$ cat src/rtl/img_loader_pkg.sv
// Shared definitions for the image loader: FSM state encoding,
// data-memory command codes and header length.
package img_loader_pkg;

    typedef enum logic [2:0] {
        ST_IDLE,
        ST_HDR_W,
        ST_HDR_H,
        ST_LOAD,
        ST_CKSUM,
        ST_DONE,
        ST_ERR
    } state_e;

    // Data memory command codes, shared with the memory and the control unit.
    localparam logic [1:0] MEM_WR = 2'b10;
    localparam logic [1:0] MEM_RD = 2'b00;

    // Header is width byte then height byte, stored at addresses 0 and 1.
    localparam int HDR_BYTES = 2;

endpackage

$ cat src/rtl/img_loader_if.sv
// Stream-in / memory-write bundle for the image loader.
// master = loader side, slave = stream source plus memory side.
interface img_loader_if #(
    parameter int ADDR_W = 19
);
    logic [7:0]        s_data;
    logic              s_valid;
    logic              s_ready;
    logic [ADDR_W-1:0] mem_addr;
    logic [7:0]        mem_din;
    logic [1:0]        mem_write;

    modport master (
        input  s_data, s_valid,
        output s_ready, mem_addr, mem_din, mem_write
    );

    modport slave (
        output s_data, s_valid,
        input  s_ready, mem_addr, mem_din, mem_write
    );
endinterface

$ cat src/rtl/img_loader_cksum8.sv
// 8-bit modulo-256 running sum of accepted pixel bytes.
// Clear has priority over enable.
module img_cksum8 (
    input  logic       clk,
    input  logic       rst,
    input  logic       clr_i,
    input  logic       en_i,
    input  logic [7:0] data_i,
    output logic [7:0] sum_o
);
    logic [7:0] sum_q, sum_d;

    // Next sum: clear on a new load, accumulate on each pixel transfer.
    always_comb begin
        sum_d = sum_q;
        if (clr_i)
            sum_d = 8'h00;
        else if (en_i)
            sum_d = sum_q + data_i;
    end

    // Sum register with synchronous reset.
    always_ff @(posedge clk) begin
        if (rst)
            sum_q <= 8'h00;
        else
            sum_q <= sum_d;
    end

    assign sum_o = sum_q;
endmodule

$ cat src/rtl/img_loader.sv
// Image loader: receives a width/height header plus raster pixels over a
// valid/ready byte stream and writes them into the data memory with one
// cycle of latency. Header lands at 0/1, pixels from PIX_BASE upward.
// Optional trailing checksum byte: define IMG_LOADER_CKSUM_EN.
module img_loader
    import img_loader_pkg::*;
#(
    parameter int ADDR_W    = 19,
    parameter int MEM_BYTES = 524288,
    parameter int PIX_BASE  = 2
) (
    input  logic               clk,
    input  logic               rst,
    input  logic               start,
    img_loader_if.master       bus,
    output logic               busy,
    output logic               done,
    output logic               err,
    output logic               cksum_err
);
    state_e            state_q, state_d;
    logic [7:0]        width_q, width_d;
    logic [ADDR_W-1:0] paddr_q, paddr_d;   // next pixel address
    logic [15:0]       rem_q, rem_d;       // pixels still to come
    logic [ADDR_W-1:0] maddr_q, maddr_d;
    logic [7:0]        mdin_q, mdin_d;
    logic [1:0]        mwr_q, mwr_d;

    logic              ready_w;
    logic              xfer_w;
    logic [15:0]       count_w;
    logic [31:0]       need_w;

`ifdef IMG_LOADER_CKSUM_EN
    logic              ckerr_q, ckerr_d;
    logic              ck_clr_w;
    logic              ck_en_w;
    logic [7:0]        ck_sum_w;

    img_cksum8 u_cksum (
        .clk    (clk),
        .rst    (rst),
        .clr_i  (ck_clr_w),
        .en_i   (ck_en_w),
        .data_i (bus.s_data),
        .sum_o  (ck_sum_w)
    );

    assign ck_clr_w  = start && (state_q == ST_IDLE || state_q == ST_DONE || state_q == ST_ERR);
    assign ck_en_w   = xfer_w && (state_q == ST_LOAD);
    assign ready_w   = (state_q == ST_HDR_W) || (state_q == ST_HDR_H) ||
                       (state_q == ST_LOAD)  || (state_q == ST_CKSUM);
    assign cksum_err = ckerr_q;
`else
    assign ready_w   = (state_q == ST_HDR_W) || (state_q == ST_HDR_H) ||
                       (state_q == ST_LOAD);
    assign cksum_err = 1'b0;
`endif

    // Ready is a pure state decode so it never depends on s_valid.
    assign xfer_w  = bus.s_valid && ready_w;
    // Pixel count uses the height byte live on the bus in HDR_H.
    assign count_w = 16'(width_q) * 16'(bus.s_data);
    assign need_w  = 32'(PIX_BASE) + {16'd0, count_w};

    assign bus.s_ready   = ready_w;
    assign bus.mem_addr  = maddr_q;
    assign bus.mem_din   = mdin_q;
    assign bus.mem_write = mwr_q;
    assign busy = (state_q == ST_HDR_W) || (state_q == ST_HDR_H) || (state_q == ST_LOAD);
    assign done = (state_q == ST_DONE);
    assign err  = (state_q == ST_ERR);

    // Next-state, counters and the registered write strobe for each accepted byte.
    always_comb begin
        state_d = state_q;
        width_d = width_q;
        paddr_d = paddr_q;
        rem_d   = rem_q;
        maddr_d = maddr_q;
        mdin_d  = mdin_q;
        mwr_d   = MEM_RD;
`ifdef IMG_LOADER_CKSUM_EN
        ckerr_d = ckerr_q;
`endif
        case (state_q)
            ST_IDLE, ST_DONE, ST_ERR: begin
                if (start) begin
                    state_d = ST_HDR_W;
                    width_d = 8'h00;
                    paddr_d = ADDR_W'(PIX_BASE);
                    rem_d   = 16'd0;
`ifdef IMG_LOADER_CKSUM_EN
                    ckerr_d = 1'b0;
`endif
                end
            end
            ST_HDR_W: begin
                if (xfer_w) begin
                    width_d = bus.s_data;
                    maddr_d = '0;
                    mdin_d  = bus.s_data;
                    mwr_d   = MEM_WR;
                    state_d = ST_HDR_H;
                end
            end
            ST_HDR_H: begin
                if (xfer_w) begin
                    maddr_d = ADDR_W'(HDR_BYTES - 1);
                    mdin_d  = bus.s_data;
                    mwr_d   = MEM_WR;
                    if (count_w == 16'd0) begin
`ifdef IMG_LOADER_CKSUM_EN
                        state_d = ST_CKSUM;
`else
                        state_d = ST_DONE;
`endif
                    end else if (need_w > 32'(MEM_BYTES)) begin
                        state_d = ST_ERR;
                    end else begin
                        state_d = ST_LOAD;
                        paddr_d = ADDR_W'(PIX_BASE);
                        rem_d   = count_w;
                    end
                end
            end
            ST_LOAD: begin
                if (xfer_w) begin
                    maddr_d = paddr_q;
                    mdin_d  = bus.s_data;
                    mwr_d   = MEM_WR;
                    paddr_d = paddr_q + 1'b1;
                    rem_d   = rem_q - 16'd1;
                    if (rem_q == 16'd1) begin
`ifdef IMG_LOADER_CKSUM_EN
                        state_d = ST_CKSUM;
`else
                        state_d = ST_DONE;
`endif
                    end
                end
            end
`ifdef IMG_LOADER_CKSUM_EN
            ST_CKSUM: begin
                // Trailing byte is compared only, never written to memory.
                if (xfer_w) begin
                    ckerr_d = (bus.s_data != ck_sum_w);
                    state_d = ST_DONE;
                end
            end
`endif
            default: state_d = ST_IDLE;
        endcase
    end

    // State and datapath registers; reset abandons any load in progress.
    always_ff @(posedge clk) begin
        if (rst) begin
            state_q <= ST_IDLE;
            width_q <= 8'h00;
            paddr_q <= '0;
            rem_q   <= 16'd0;
            maddr_q <= '0;
            mdin_q  <= 8'h00;
            mwr_q   <= MEM_RD;
`ifdef IMG_LOADER_CKSUM_EN
            ckerr_q <= 1'b0;
`endif
        end else begin
            state_q <= state_d;
            width_q <= width_d;
            paddr_q <= paddr_d;
            rem_q   <= rem_d;
            maddr_q <= maddr_d;
            mdin_q  <= mdin_d;
            mwr_q   <= mwr_d;
`ifdef IMG_LOADER_CKSUM_EN
            ckerr_q <= ckerr_d;
`endif
        end
    end
endmodule

$ cat src/flat_wrapper.sv
// flat-port wrapper written by rule: the top's interface ports become plain ports
module img_loader_flat import img_loader_pkg::*;
#(
    parameter int ADDR_W    = 19,
    parameter int MEM_BYTES = 524288,
    parameter int PIX_BASE  = 2
)
  (clk, rst, start, busy, done, err, cksum_err, bus_s_data, bus_s_valid, bus_s_ready, bus_mem_addr, bus_mem_din, bus_mem_write);
  img_loader_if #(.ADDR_W(ADDR_W)) bus_i ();
  input  logic clk;
  input  logic rst;
  input  logic start;
  output logic busy;
  output logic done;
  output logic err;
  output logic cksum_err;
  input wire logic [$bits(bus_i.s_data)-1:0] bus_s_data;
  input wire logic [$bits(bus_i.s_valid)-1:0] bus_s_valid;
  output wire logic [$bits(bus_i.s_ready)-1:0] bus_s_ready;
  output wire logic [$bits(bus_i.mem_addr)-1:0] bus_mem_addr;
  output wire logic [$bits(bus_i.mem_din)-1:0] bus_mem_din;
  output wire logic [$bits(bus_i.mem_write)-1:0] bus_mem_write;
  assign bus_i.s_data = bus_s_data;
  assign bus_i.s_valid = bus_s_valid;
  assign bus_s_ready = bus_i.s_ready;
  assign bus_mem_addr = bus_i.mem_addr;
  assign bus_mem_din = bus_i.mem_din;
  assign bus_mem_write = bus_i.mem_write;
  img_loader #(.ADDR_W(ADDR_W), .MEM_BYTES(MEM_BYTES), .PIX_BASE(PIX_BASE)) u_core (.clk(clk), .rst(rst), .start(start), .bus(bus_i), .busy(busy), .done(done), .err(err), .cksum_err(cksum_err));
endmodule
$ cat config.mk
export PLATFORM = sky130hd
export DESIGN_NAME = img_loader_flat
export DESIGN_NICKNAME = d
export VERILOG_FILES = /design/src/rtl/img_loader_pkg.sv /design/src/rtl/img_loader_if.sv /design/src/rtl/img_loader_cksum8.sv /design/src/rtl/img_loader.sv /design/src/flat_wrapper.sv
export SDC_FILE = /design/constraint.sdc
export NUM_CORES = 1
export LEC_CHECK = 0
export CAP_MARGIN = 20
export CORE_ASPECT_RATIO = 0.8
export CORE_UTILIZATION = 62
export CTS_CLUSTER_DIAMETER = 80
export CTS_CLUSTER_SIZE = 16
export DETAILED_ROUTE_END_ITERATION = 16
export PLACE_DENSITY = 0.84
export SKIP_LAST_GASP = 1
export SLEW_MARGIN = 30
export SYNTH_ARGS = -nofsm -noshare
export SYNTH_HDL_FRONTEND = slang
export SYNTH_SLANG_ARGS = --single-unit
$ cat constraint.sdc
create_clock -name clk -period 10.15 [get_ports clk]
set_clock_uncertainty 0.05 [all_clocks]
set_input_delay 2.03 -clock clk [delete_from_list [all_inputs] [get_ports clk]]
set_output_delay 2.03 -clock clk [all_outputs]
set_load 0.01 [all_outputs]
==> flow_metrics.py, run 1 <==
metrics = {
    "synth": {
        "synth_edf_count": 0,
        "yosysSeqAreaShare_pct": 25.97,
        "synth_seq_cells": 74,
        "synth_ff_type": "dfxtp_1",
        "async_reset_ff_share_pct": 0,
        "avgSynthCellArea_um2": 8.219,
        "syn-cell-area_mm2": 0.005704,
        "syn_inst": 694,
        "ys_warn_count": 0,
        "ys_types": 60,
    },
    "cts": {
        "cts_resized": 0,
        "root_buffer": "clkbuf_16",
        "cts_sinks": 74,
        "cts_tree": "done",
        "clk_path_buf_depth": 2,
        "numCtsBuffers": 9,
        "cts_max_level": 3,
        "clkLatencyLatePin_ps": 340,
        "postCtsHoldBufs": 0,
        "clkTransAtPathRegs_ps": 60,
        "post-cts-setup-buffers": 0,
    },
    "power_and_ir_drop": {
        "total_power_w": 0.001311,
        "powerDensity_mw_per_mm2": 203.5,
        "sw_frac_of_total_pct": 41.25,
        "p_int_w": 0.0007699,
        "power_switching_w": 0.0005406,
        "peakVddDrop_v": 0.0001604,
        "power.clock.fraction_pct": 25.5,
        "comb_power_share_pct": 46.1,
        "pwr-share-seq_pct": 28.4,
        "p_leak_nw": 2.713,
    },
    "floorplan": {
        "die_w_um": 109.2,
        "core_area_mm2": 0.008708,
        "start_util_pct": 65.50,
        "num_io_pins": 46,
        "dieArea_mm2": 0.009590,
        "die_height_um": 87.79,
        "rows": 30,
    },
    "worst_setup_path": {
        "ff2ff_path_depth": 18,
        "crit_type": "in -> reg",
        "r2r-end": "u_core.paddr_q[2]$_SDFFE_PP0P_",
        "crit_path_end": "u_core.paddr_q[2]$_SDFFE_PP0P_",
        "worstSetupStartpoint": "bus_s_data[7]",
        "reg2reg_slack_ps": 4150,
        "worst_path_max_delay_cell": "clkdlybuf4s50_1",
        "path_cells": "clkdlybuf4s50_1 > nand2_1 > fa_1 > fa_1 > inv_1 > fa_1 > inv_1 > fa_1 > inv_1 > ha_1 > a21o_1 > a221oi_4 > xnor2_1 > a2111oi_2 > o211ai_1 > nor4_4 > buf_4 > nor2_1 > a221oi_1",
        "startpoint_type": "input pin",
        "r2r_start": "u_core.width_q[0]$_SDFFE_PP0P_",
        "cpPeakStageDelay_ps": 660,
        "crit_required_ps": 10330,
        "cpMostUsedCell": "fa_1",
        "path_max_fanout": 32,
        "arrival_ps": 8060,
        "endpoint_kind": "register",
    },
    "global_route": {
        "grt_pass1_vias": 5052,
        "grt_overflow": 0,
        "grt_pass1_wl_um": 24870,
        "antenna_found_initial": 0,
        "grt_max_degree": 55,
        "grt.total_usage_pct": 33.66,
    },
    "run": {
        "max_cap_violations": 0,
    },
    "finish": {
        "drive_gt1_share_pct": 4.161,
        "finalNetCount": 803,
        "layout_common_cells": "nand2_1 (78), dfxtp_1 (74), inv_1 (60), and2_1 (54)",
        "syn2layout_area_growth_pct": 12.90,
        "final_common_cell": "nand2_1",
        "diodes": 0,
        "fillers": 659,
    },
    "timing": {
        "min_period_over_period_pct": 77.58,
        "maxSlewHeadroom_pct": 39.71,
        "whs_ps": 404.0,
        "setup_tns_ps": 0,
        "post-route-min-period_ps": 7874,
        "finalSetupViolCount": 0,
        "slew_viol_final": 0,
        "fmax_mhz": 127.0,
        "worstMarginPinSlew_ps": 897.5,
        "final_hold_viol_count": 0,
        "rsz0062_at_grt": "false",
    },
    "placed_design": {
        "portBuffers": 43,
        "gp_congestion": 0.8975,
        "dp.final_hpwl_um": 10830,
    },
    "drt": {
        "antenna_left": 0,
        "wl_per_cell_um": 17.66,
        "drt_iter0_markers": 463,
        "via_per_inst": 6.336,
        "vias": 5278,
        "drt_first_pass_iters": 5,
        "wirelength_um": 14710,
        "drc": 0,
    },
    "worst_hold_path": {
        "hold_class": "reg -> reg",
    },
    "outcome": {
        "status": "completed",
    },
}
==> layer usage <==
| layer | routed length (um) | vias to the layer above | GRT usage (%) | share of wire, % |
|---|---|---|---|---|
| li1 | - | 2471 | - | - |
| met2 | 6459 | 282 | 50.83 | 44 |
| met1 | 6610 | 2491 | 48.57 | 45 |
| met3 | 1369 | 34 | 7.217 | 9.3 |
| met4 | 269 | 0 | 9.818 | 1.8 |
| met5 | 0 | - | 0 | 0 |
==> cells in the mapped netlist (3+ instances only) <==
library cell	number	area (um^2)
nor2_1	33	123.9
a31oi_1	12	75.07
nand2b_1	4	25.02
a22o_1	11	96.34
a22oi_1	8	60.06
dfxtp_1	74	1481
a31o_2	3	26.28
a221oi_1	3	26.28
nand2_1	78	292.8
a21oi_1	42	210.2
xnor2_1	11	96.34
ha_1	39	488.0
nor4_1	7	43.79
and4_1	3	26.28
and3_1	7	43.79
o21a_1	3	22.52
nand4_1	3	18.77
nand3_1	31	155.2
clkbuf_1	27	101.4
nor2b_1	3	18.77
buf_4	4	30.03
o21ai_0	24	120.1
or3_1	7	43.79
buf_6	3	33.78
nor3_1	32	160.2
o22ai_1	6	37.54
o211ai_1	10	75.07
and2_1	55	344.1
a21o_1	6	45.04
fa_1	36	720.7
xor2_1	4	35.03
a211oi_1	7	52.55
or4_1	4	30.03
inv_1	60	225.2
o31ai_1	4	30.03
==> kinds of logic (layout without fill, tap and decap cells) <==
logic type	after synthesis	in the layout	share of synthesized area (%)
fa+ha+maj	75	75	21.19
xor+xnor	15	15	2.303
buf+inv	95	121	6.931
compound gates	159	159	19.00
other cells	1	2	0.06574
simple gates	275	275	24.54
flops	74	74	25.97
==> power groups by stage <==
stage,Combinational (W),Sequential (W),Clock [W]
6_report,0.000604,0.000372,0.000335
5_1_grt,0.000672,0.000377,0.000351
4_1_cts,0.000597,0.000369,0.000338
3_5_place_dp,0.000589,0.000374,0
3_3_place_gp,0.000568,0.000372,0
2_1_floorplan,0.000466,0.000358,0
==> through the flow <==
stage	area, um^2	instances	worst slack (ps)	utilization, %
2_1_floorplan	5708	695	3002	-
3_3_place_gp	6118	817	2212	70.26
3_5_place_dp	6118	817	1949	70.26
4_1_cts	6430	833	2290	73.84
5_1_grt	6440	833	1868	73.95
6_report	6440	833	2276	73.95
==> flip-flops by register name (all words and copies together), names as in the netlist <==
signal,cells
u_core.state_q,3
u_core.bus.mem_din,8
u_core.rem_q,16
u_core.bus.mem_addr,19
u_core.width_q,8
u_core.paddr_q,19
u_core.bus.mem_write,1
==> final cells by class <==
cell class	instances	area, um^2	share of cell area, %
sequential	74	1481	23.00
tap	112	140.1	2.176
clock buffer	11	232.7	3.614
multi-input combinational	526	3839	59.61
clock inverter	5	78.83	1.224
timing repair buffer	45	442.9	6.878
inverter	60	225.2	3.497
==> worst max-delay path: cells and delay by family <==
kind,cells,cell delay (ps)
simple gates,3,610
xor+xnor,1,150
compound gates,5,1520
buf+inv,5,1180
fa+ha+maj,5,2540
==> how the worst min path moves through the flow <==
stage / endpoint / slack, ps / cells after the start / from
2_1_floorplan: u_core.paddr_q[1]$_SDFFE_PP0P_ / 410 / 2 / u_core.paddr_q[1]$_SDFFE_PP0P_
3_3_place_gp: u_core.bus.mem_addr[13]$_SDFFE_PP0P_ / 390 / 2 / u_core.bus.mem_addr[13]$_SDFFE_PP0P_
3_5_place_dp: u_core.bus.mem_addr[13]$_SDFFE_PP0P_ / 390 / 2 / u_core.bus.mem_addr[13]$_SDFFE_PP0P_
4_1_cts: u_core.bus.mem_addr[13]$_SDFFE_PP0P_ / 410 / 2 / u_core.bus.mem_addr[13]$_SDFFE_PP0P_
5_1_grt: u_core.bus.mem_din[6]$_SDFFE_PP0P_ / 430 / 2 / u_core.bus.mem_din[6]$_SDFFE_PP0P_
6_report: u_core.bus.mem_addr[13]$_SDFFE_PP0P_ / 400 / 2 / u_core.bus.mem_addr[13]$_SDFFE_PP0P_
No activity file was read; power rests on OpenSTA's default activity.
==> run 2, diff against run 1 <==
CORE_UTILIZATION = 54   (was 62)
PLACE_DENSITY = 0.78   (was 0.84)
clock period = 6.8 ns   (was 10.15 ns; I/O delays follow)
==> run 2 against run 1 <==
Against the previous run: core utilization is 6.5 points lower; sequential share of layout area is 1.5 points lower; sequential power is 50% higher; clock-buffer cell count stayed put; routed wire length is 1.6% higher; first-iteration DRC count is 62% higher; final cell count is 8.2% higher; via count is 3.2% higher; worst setup slack worse by 2100 ps; clock power is 47% higher.
==> flow_metrics.py, run 2 (same netlist as run 1, synthesis figures left out) <==
metrics = {
    "outcome": {
        "status": "completed",
    },
    "finish": {
        "drive_gt1_share_pct": 10.38,
        "fin_area_mm2": 0.006903,
        "final_common_cell": "nand2_1",
        "fillers": 853,
        "syn2layout_area_growth_pct": 21.01,
        "fin_util_pct": 67.41,
        "finalNetCount": 843,
        "diodes": 0,
        "layout_common_cells": "nand2_1 (78), dfxtp_1 (74), inv_1 (60), and2_1 (54), a21oi_1 (42)",
    },
    "worst_setup_path": {
        "crit_required_ps": 6940,
        "arrival_ps": 6770,
        "crit_type": "in -> reg",
        "path_max_fanout": 8,
        "startpoint_type": "input pin",
        "endpoint_kind": "register",
    },
    "global_route": {
        "grt_max_degree": 55,
        "antenna_found_initial": 0,
        "grt_pass1_vias": 5058,
        "grt.total_usage_pct": 28.65,
        "grt_pass1_wl_um": 24500,
        "grt_overflow": 0,
    },
    "drt": {
        "via_per_inst": 6.048,
        "drt_iter0_markers": 750,
        "wirelength_um": 14950,
        "drt_first_pass_iters": 5,
        "wl_per_cell_um": 16.59,
        "vias": 5449,
        "antenna_left": 0,
        "drc": 0,
    },
    "timing": {
        "min_period_over_period_pct": 97.48,
        "finalSetupViolCount": 0,
        "worstMarginPinSlew_ps": 896.9,
        "maxSlewHeadroom_pct": 39.99,
        "slew_viol_final": 0,
        "fmax_mhz": 150.9,
        "post-route-min-period_ps": 6629,
        "final_hold_viol_count": 0,
    },
    "cts": {
        "postCtsHoldBufs": 0,
        "numCtsBuffers": 9,
        "clkTransAtPathRegs_ps": 60,
        "root_buffer": "clkbuf_16",
        "clk_path_buf_depth": 2,
        "cts_sinks": 74,
        "cts_max_level": 3,
        "clkLatencyLatePin_ps": 340,
        "cts_tree": "done",
    },
    "placed_design": {
        "portBuffers": 43,
        "postPlaceCellArea_mm2": 0.006449,
        "gp_congestion": 0.9261,
        "dp.final_hpwl_um": 11000,
    },
    "floorplan": {
        "core_area_mm2": 0.01024,
        "die_w_um": 116.9,
        "num_io_pins": 46,
        "rows": 33,
        "start_util_pct": 55.71,
        "die_height_um": 93.93,
        "dieArea_mm2": 0.01098,
    },
    "power_and_ir_drop": {
        "total_power_w": 0.002132,
        "peakVddDrop_v": 0.0001921,
        "p_leak_nw": 2.955,
        "powerDensity_mw_per_mm2": 308.9,
    },
    "run": {
        "max_cap_violations": 0,
    },
    "worst_hold_path": {
        "hold_class": "reg -> reg",
    },
}
[run 2: cell count changes in the layout (fill, tap and decap cells not counted), sizes merged]
cell,delta
buf,+39
clkdlybuf4s50,-5
dlymetal6s2s,+3
clkinvlp,+2
dlygate4sd2,+2
bufinv,-1
clkbuf,+1
clkinv,-1
[run 2: layout make-up]
type | instances | area [um^2] | share of cell area, %
Tap cell | 140 | 175.2 | 2.538
Timing Repair Buffer | 85 | 802.0 | 11.62
Inverter | 60 | 225.2 | 3.263
Multi-Input combinational cell | 526 | 3904 | 56.55
Clock buffer | 11 | 252.7 | 3.661
Sequential cell | 74 | 1481 | 21.46
Clock inverter | 5 | 62.56 | 0.9063
[run 2: timing repair]
| action | 4_1_cts | 5_1_grt |
|---|---|---|
| setup endpoints to repair | 3 | 36 |
| resized for setup | 3 | 15 |
| pin swaps | 1 | 14 |
| gates cloned | 0 | 1 |
| hold endpoints to repair | 0 | 0 |
| buffers inserted | 0 | 3 |
[run 2: final timing paths]
kind / from / endpoint / slack [ps] / cells past startpoint
worst max-delay path: bus_s_data[7] / u_core.rem_q[7]$_SDFFE_PP0P_ / 170 / 19
worst min-delay path: u_core.bus.mem_din[2]$_SDFFE_PP0P_ / u_core.bus.mem_din[2]$_SDFFE_PP0P_ / 410 / 2
worst max register to register: u_core.width_q[2]$_SDFFE_PP0P_ / u_core.rem_q[7]$_SDFFE_PP0P_ / 1020 / 19
worst min register to register: u_core.bus.mem_din[2]$_SDFFE_PP0P_ / u_core.bus.mem_din[2]$_SDFFE_PP0P_ / 410 / 2
[run 2: per-stage QoR]
step	setup TNS, ps	setup slack [ps]	instances	hold WS [ps]
after global routing	-43.13	-15.62	901	421.6
final	0	171.2	901	405.5
after global placement	-1560	-94.96	881	392.1
after detailed placement	-11230	-378.3	881	397.3
after floorplan	0	322.0	695	413.8
after CTS	0	70.15	897	405.2
[run 2: worst max-delay path: stages]
cell and delay, ps:
clkdlybuf4s50_1 410, buf_4 140, buf_4 160, and2_1 160
fa_1 550, fa_1 460, fa_1 550, inv_1 50
fa_1 590, inv_1 60, ha_1 320, buf_4 160
xnor2_2 150, a2111oi_4 380, o211ai_1 230, or4_4 560
o21ai_4 230, clkbuf_16 190, a211oi_1 60
[run 2: layer usage]
layer  vias up  GRT usage (%)  routed length (um)  share of wire (%)
li1       2555              -                   -                  -
met1      2607          40.73                6722                 45
met2       255          43.98                6671                 45
met3        32          5.742                1305                8.7
met4         0          7.806                 248                1.7
met5         -              0                   0                  0
[run 2: report_power, final]
group          total, W  internal, W  switching [W]
logic           0.00108     0.000470       0.000613
clock network  0.000492     0.000305       0.000187
registers      0.000558     0.000484      0.0000732
==> run 3, diff against run 2 <==
--- a/config.mk
+++ b/config.mk
@@ -12,6 +12,6 @@
 export CTS_CLUSTER_SIZE = 16
 export DETAILED_ROUTE_END_ITERATION = 16
+export GPL_TIMING_DRIVEN = 0
 export PLACE_DENSITY = 0.78
-export SKIP_LAST_GASP = 1
 export SLEW_MARGIN = 30
 export SYNTH_ARGS = -nofsm -noshare
==> constraint.sdc (replaced) <==
create_clock -name clk -period 6.8 [get_ports clk]
set_clock_uncertainty 0.05 [all_clocks]
set_input_delay 1.7 -clock clk [delete_from_list [all_inputs] [get_ports clk]]
set_output_delay 1.7 -clock clk [all_outputs]
set_load 0.01 [all_outputs]
==> run 3 against run 2 <==
Against the previous run: clock power grew 11%; final cell count shrank 0.11%; die area is the same; maximum frequency shrank 0.26%; via count grew 1.4%; sequential share of layout area grew 0.36 points; power grew 0.39%; worst setup slack lost 18 ps; sequential power shrank 3%; core utilization shrank 1.1 points; hold slack lost 3.9 ps; routed wire length grew 7.5%; largest cell class unchanged; largest power group unchanged.
==> flow_metrics.py, run 3 (same netlist as run 1, synthesis figures left out) <==
metrics = {
    "floorplan": {
        "core_area_mm2": 0.01024,
        "start_util_pct": 55.71,
        "rows": 33,
        "num_io_pins": 46,
        "dieArea_mm2": 0.01098,
        "die_w_um": 116.9,
        "die_height_um": 93.93,
    },
    "drt": {
        "antenna_left": 0,
        "drc": 0,
        "wl_per_cell_um": 17.85,
        "via_per_inst": 6.139,
        "drt_iter0_markers": 651,
        "wirelength_um": 16070,
        "drt_first_pass_iters": 7,
        "vias": 5525,
    },
    "worst_setup_path": {
        "endpoint_kind": "register",
        "path_max_fanout": 10,
        "crit_path_end": "u_core.paddr_q[11]$_SDFFE_PP0P_",
        "reg2reg_slack_ps": 1110,
        "worstSetupStartpoint": "bus_s_data[4]",
        "ff2ff_path_depth": 22,
        "r2r-end": "u_core.rem_q[4]$_SDFFE_PP0P_",
        "r2r_start": "u_core.width_q[1]$_SDFFE_PP0P_",
        "crit_type": "in -> reg",
        "crit_required_ps": 7020,
        "arrival_ps": 6860,
        "startpoint_type": "input pin",
    },
    "timing": {
        "fmax_mhz": 150.5,
        "finalSetupViolCount": 0,
        "post-route-min-period_ps": 6646,
        "worstMarginPinSlew_ps": 956.2,
        "min_period_over_period_pct": 97.74,
        "slew_viol_final": 0,
        "setup_tns_ps": 0,
        "final_hold_viol_count": 0,
        "maxSlewHeadroom_pct": 35.76,
    },
    "placed_design": {
        "place_inst": 874,
        "dp.final_hpwl_um": 11860,
        "gp_congestion": 0.9682,
        "portBuffers": 39,
    },
    "cts": {
        "postCtsHoldBufs": 0,
        "root_buffer": "clkbuf_16",
        "cts_sinks": 74,
        "clk_path_buf_depth": 2,
        "cts_tree": "done",
        "clkLatencyLatePin_ps": 340,
        "cts_max_level": 3,
        "numCtsBuffers": 9,
        "clkTransAtPathRegs_ps": 60,
    },
    "finish": {
        "layout.cells.non_filler": 900,
        "final_common_cell": "nand2_1",
        "diodes": 0,
        "layout_common_cells": "nand2_1 (78), dfxtp_1 (74), inv_1 (59), and2_1 (55), a21oi_1 (40)",
        "drive_gt1_share_pct": 8.158,
        "syn2layout_area_growth_pct": 19.04,
        "finalNetCount": 843,
    },
    "global_route": {
        "grt_max_degree": 14,
        "grt_overflow": 0,
        "grt_pass1_vias": 5216,
        "grt.total_usage_pct": 30.96,
        "antenna_found_initial": 0,
        "grt_pass1_wl_um": 25940,
    },
    "power_and_ir_drop": {
        "p_leak_nw": 2.844,
        "powerDensity_mw_per_mm2": 315.3,
        "peakVddDrop_v": 0.0002149,
    },
    "outcome": {
        "status": "completed",
    },
    "worst_hold_path": {
        "hold_class": "reg -> reg",
    },
    "run": {
        "max_cap_violations": 0,
    },
}
-- run 3: per-layer routing --
metal,share of wire (%),track usage (%)
met5,0,0
met4,2.3,10.86
met3,11,7.677
met2,44,47.14
met1,43,42.46
-- run 3: what timing repair did --
| item | 4_1_cts | 5_1_grt |
|---|---|---|
| setup buffers | 2 | 8 |
| pin swaps | 3 | 13 |
| resized for setup | 22 | 27 |
| endpoints found under the setup margin | 37 | 37 |
| cloned | 0 | 1 |
-- run 3: critical path: stages --
cell and delay, ps:
clkbuf_4 170, and2_1 180, fa_1 460, fa_1 550, inv_1 60, fa_1 490
fa_1 570, inv_1 70, ha_4 270, a21oi_4 160, o21bai_1 100, or3_1 400
a2111oi_2 380, o211ai_1 170, buf_4 170, nor4_4 200, buf_4 200, buf_8 140
buf_6 140, o21ai_0 80, a21oi_1 180
-- run 3: per-stage QoR --
stage	setup slack (ps)	cell area, um^2	total power [W]	util [%]	hold WS (ps)
floorplan	8.276	5709	0.001230	-	413.8
global placement	-861.1	6275	0.001463	61.28	392.6
detailed placement	-1016	6275	0.001492	61.28	397.4
CTS	2.431	6635	0.002051	64.80	405.1
finish	153.7	6790	0.002141	66.31	401.6
global route	-46.91	6790	0.002270	66.31	426.1
-- run 3: layout make-up --
cell class                      count  area [um^2]
Clock inverter                      6        115.1
Inverter                           60        225.2
Timing Repair Buffer               50        462.9
Clock buffer                        9        225.2
Fill cell                         877         3450
Tap cell                          140        175.2
Sequential cell                    74         1481
Buffer                             35        188.9
Multi-Input combinational cell    526         3916
-- run 3: worst min-delay path by stage --
stage / start / endpoint / depth (start not counted)
3_5_place_dp: u_core.bus.mem_din[6]$_SDFFE_PP0P_ / u_core.bus.mem_din[6]$_SDFFE_PP0P_ / 2
5_1_grt: u_core.bus.mem_din[4]$_SDFFE_PP0P_ / u_core.bus.mem_din[4]$_SDFFE_PP0P_ / 2
3_3_place_gp: u_core.bus.mem_din[5]$_SDFFE_PP0P_ / u_core.bus.mem_din[5]$_SDFFE_PP0P_ / 2
4_1_cts: u_core.bus.mem_din[6]$_SDFFE_PP0P_ / u_core.bus.mem_din[6]$_SDFFE_PP0P_ / 2
6_report: u_core.bus.mem_din[6]$_SDFFE_PP0P_ / u_core.bus.mem_din[6]$_SDFFE_PP0P_ / 2
2_1_floorplan: u_core.paddr_q[1]$_SDFFE_PP0P_ / u_core.paddr_q[1]$_SDFFE_PP0P_ / 2
-- run 3: power breakdown --
part | total, W | switching [W] | internal, W | leakage, nW
Combinational | 0.00105 | 0.000630 | 0.000422 | 2.08
Clock | 0.000547 | 0.000189 | 0.000358 | 0.162
Sequential | 0.000542 | 0.0000573 | 0.000484 | 0.599
Total | 0.00214 | 0.000876 | 0.00126 | 2.84
